### config.mk
export PLATFORM = sky130hd
export DESIGN_NAME = serial_add_ctrl
export DESIGN_NICKNAME = d
export VERILOG_FILES = /design/src/rtl/serial_add_pkg.sv /design/src/rtl/onebit_adder.sv /design/src/rtl/serial_add_ctrl.sv
export SDC_FILE = /design/constraint.sdc
export NUM_CORES = 1
export LEC_CHECK = 0
export CAP_MARGIN = 25
export CORE_MARGIN = 2
export CORE_UTILIZATION = 53
export DETAILED_ROUTE_END_ITERATION = 10
export GPL_TIMING_DRIVEN = 0
export HOLD_SLACK_MARGIN = 0.08
export PLACE_DENSITY = 0.8
export SYNTH_ARGS = -nofsm -noshare
export SYNTH_HDL_FRONTEND = slang
export SYNTH_SLANG_ARGS = --single-unit
### constraint.sdc
create_clock -name clk -period 5.9 [get_ports clk]
set_input_delay 0.59 -clock clk [delete_from_list [all_inputs] [get_ports clk]]
set_output_delay 0.59 -clock clk [all_outputs]
set_load 0.02 [all_outputs]
### src/rtl/serial_add_pkg.sv
// serial_add_pkg: FSM state and op encodings shared by the serial add/sub sequencer
package serial_add_pkg;
  localparam logic [1:0] IDLE = 2'd0;
  localparam logic [1:0] RUN = 2'd1;
  localparam logic [1:0] DONE = 2'd2;
  localparam logic OP_ADD = 1'b0;
  localparam logic OP_SUB = 1'b1;
endpackage

### src/rtl/onebit_adder.sv
// onebit_adder: full adder; in_1/in_2/c_in in, sum/c_out out
module onebit_adder (
  input  logic in_1,
  input  logic in_2,
  input  logic c_in,
  output logic sum,
  output logic c_out
);
  assign sum = in_1 ^ in_2 ^ c_in;
  assign c_out = (in_1 & in_2) | (c_in & (in_1 ^ in_2));
endmodule

### src/rtl/serial_add_ctrl.sv
// serial_add_ctrl: LSB-first bit-serial add/sub; start/op_sub/a/b in, busy/done/result/c_out/overflow out
module serial_add_ctrl
  import serial_add_pkg::*;
#(
  parameter int WIDTH = 32
) (
  input  logic             clk,
  input  logic             rst,
  input  logic             start,
  input  logic             op_sub,
  input  logic [WIDTH-1:0] a,
  input  logic [WIDTH-1:0] b,
  output logic             busy,
  output logic             done,
  output logic [WIDTH-1:0] result,
  output logic             c_out,
  output logic             overflow
);
  localparam int CW = $clog2(WIDTH);
  localparam logic [CW-1:0] LAST = CW'(WIDTH - 1);
  localparam logic [CW-1:0] PENULT = CW'(WIDTH - 2);
  logic [1:0] state;
  logic [WIDTH-1:0] a_sr, b_sr, r_sr, r_next;
  logic [CW-1:0] cnt;
  logic carry, carry_msb_in, sum, c;
  onebit_adder u_add (
    .in_1 (a_sr[0]),
    .in_2 (b_sr[0]),
    .c_in (carry),
    .sum  (sum),
    .c_out(c)
  );
  assign r_next = {sum, r_sr[WIDTH-1:1]};
  assign busy = state != IDLE;
  assign done = state == DONE;
  always_ff @(posedge clk or posedge rst)
    if (rst) begin
      state <= IDLE;
      a_sr <= '0;
      b_sr <= '0;
      r_sr <= '0;
      cnt <= '0;
      carry <= 1'b0;
      carry_msb_in <= 1'b0;
      result <= '0;
      c_out <= 1'b0;
      overflow <= 1'b0;
    end else if (state == IDLE) begin
      if (start) begin
        a_sr <= a;
        b_sr <= op_sub == OP_SUB ? ~b : b;
        carry <= op_sub;
        cnt <= '0;
        state <= RUN;
      end
    end else if (state == RUN) begin
      a_sr <= a_sr >> 1;
      b_sr <= b_sr >> 1;
      r_sr <= r_next;
      carry <= c;
      if (cnt == PENULT) carry_msb_in <= c;
      if (cnt == LAST) begin
        state <= DONE;
        result <= r_next;
        c_out <= c;
        overflow <= carry_msb_in ^ c;
      end else begin
        cnt <= cnt + 1'b1;
      end
    end else begin
      state <= IDLE;
    end
endmodule

==> results.cfg <==
[outcome]
status = completed

[global_routing]
antenna_found_initial = 0
track_usage_pct = 21.7
first_global_vias = 4626
grt_first_pass_wirelength_um = 22000
grt_overflow = 0
grt_max_degree = 82

[cts]
cts_buffers = 17
post_cts_resized = 0
clk_path_buf_depth = 2
insertion_delay_ps = 400
cts_tree = built
cts_setup_buffers = 0
postCtsHoldBufs = 0
cts.sinks = 138
htreeDepth = 4
root_buffer = clkbuf_16
path_clk_slew_ps = 50

[floorplanning]
coreArea_sq_um = 11500
die_height_um = 113
start_util_pct = 54.4
rows = 39
die-width_um = 113
top_level_ports = 104
dieArea_sq_um = 12700

[routing]
ant_nets = 0
dr.pass1.iters = 4
first_iter_violations = 317
vias = 4519
wirelength_um = 12800
wl_per_cell_um = 15.2
viasPerCell = 5.36
drc = 0

[finish]
finalInstanceArea_sq_um = 8010
layout_common_cells = 194 x nand2_1, 138 x dfrtp_1, 102 x clkdlybuf4s50_1
diodes = 0
nets = 764
layout_commonest_cell = nand2_1
fillers = 830
syn_to_final_growth_pct = 28.4
final-instance-count-excl-fill = 843
drive_above_1_share_pct = 13.9

[synth]
synth-seq-area-share_pct = 55.3
synth_edf_count = 0
syn_area_sq_um = 6240
ys_ff_latch = 138
synth_nets = 642
synth_warnings = 0
synth_ff_type = dfrtp_1
synth_async_sr_flop_share_pct = 100
syn-instance-count = 570
synth_area_per_cell_sq_um = 10.9
yosysUniqueCellTypes = 30

[power_and_ir_drop]
vdd_drop_max_mv = 0.418
p_per_area_nw_per_um2 = 488
power_leakage_nw = 3.63
finalPower_w = 0.00391

[worst_setup_path]
required_ps = 5310
crit_type = reg -> out
arrival_ps = 2110
crit_path_end_kind = output port
cp_max_fo = 10
start_kind = flip-flop

[sta]
rsz0062_at_grt = no
setup_viol = 0
hold_violations = 0
fmax_mhz = 370
slew_headroom_pct = 64.6
fin_crit_sh_pct = 45.8
tns_ps = 0
period_needed_ps = 2700
timing.hold.ws_ps = 477
slew_viol_final = 0
worstMarginPinSlew_ps = 530
fin_worst_skew_ps = 7.41

[placement]
dp_cells = 816
port_buffers = 102
dpl.hpwl_um = 8980
routabilityCongestion = 0.794
dpl-instance-area_sq_um = 7470

[run]
maxCapViolations = 0

[worst_hold_path]
hold_path_class = reg -> reg
==> per-layer routing <==
metal  up-vias  wire length [um]  track usage (%)
li1       2161                 -                -
met1      2221              5490             27.5
met2       121              6600             36.9
met3        16               583             5.62
met4         0               178             6.59
met5         -                 0                0
==> kinds of logic after synthesis <==
logic type / synth area share [%]
simple gates: 13.2
flops: 55.3
compound gates: 8.56
mux: 13.1
buf+inv: 4.33
xor+xnor: 4.63
fa+ha+maj: 0.922
==> worst paths after layout <==
| check | depth (start not counted) | slack, ps | end | start |
|---|---|---|---|---|
| min in group asynchronous | 2 | 620 | result[0] | rst |
| setup reg to reg | 8 | 3880 | result[2] | cnt[0] |
| max in group asynchronous | 3 | 4500 | result[21] | rst |
| setup / recovery | 5 | 3200 | done | state[0] |
| hold / removal | 2 | 480 | a_sr[19] | a_sr[19] |
| hold reg to reg | 2 | 480 | a_sr[19] | a_sr[19] |
==> critical path, cell delays in order, from the launching register on <==
cell and delay (ps):
dfrtp_1 350, buf_4 180, buf_2 190, buf_2 200
nor2b_1 160, clkdlybuf4s50_1 630
==> stage by stage <==
stage / util (%) / setup slack [ps]
6_report: 69.9 / 3200
5_1_grt: 69.9 / 3080
4_1_cts: 69.9 / 3180
3_5_place_dp: 65.2 / 3630
3_3_place_gp: 64.9 / -62.4
2_1_floorplan: - / 1610
==> power by group <==
| group | internal [W] | switching, W |
|---|---|---|
| Clock | 0.000631 | 0.000357 |
| Combinational | 0.000664 | 0.000675 |
| Sequential | 0.00134 | 0.000247 |
| Total | 0.00263 | 0.00128 |
==> layout make-up <==
class	instances	area (sq um)	area share (%)
Timing Repair Buffer	103	1050	13.1
Tap cell	143	179	2.23
Clock buffer	23	468	5.84
Multi-Input combinational cell	386	2520	31.4
Buffer	42	255	3.19
Clock inverter	4	70.1	0.875
Sequential cell	138	3450	43.1
Inverter	4	20.0	0.250
==> Yosys cell counts, types with 4 or more instances <==
cell type,n,area (sq um)
mux2_4,27,405
o221ai_1,31,272
nand2_1,194,728
dfrtp_1,138,3450
buf_6,8,90.1
clkbuf_1,8,30.0
mux2_2,8,90.1
mux2i_1,32,320
inv_1,4,15.0
xnor2_1,33,289
o21ai_0,36,180
buf_2,24,120
a22o_1,4,35.0
==> flip-flops by register name (all words and copies together) (netlist names) <==
signal,count
b_sr,32
carry,1
overflow,1
c_out,1
result,32
carry_msb_in,1
cnt,5
a_sr,32
r_sr,31
state,2
(Power assumes the default switching activity.)
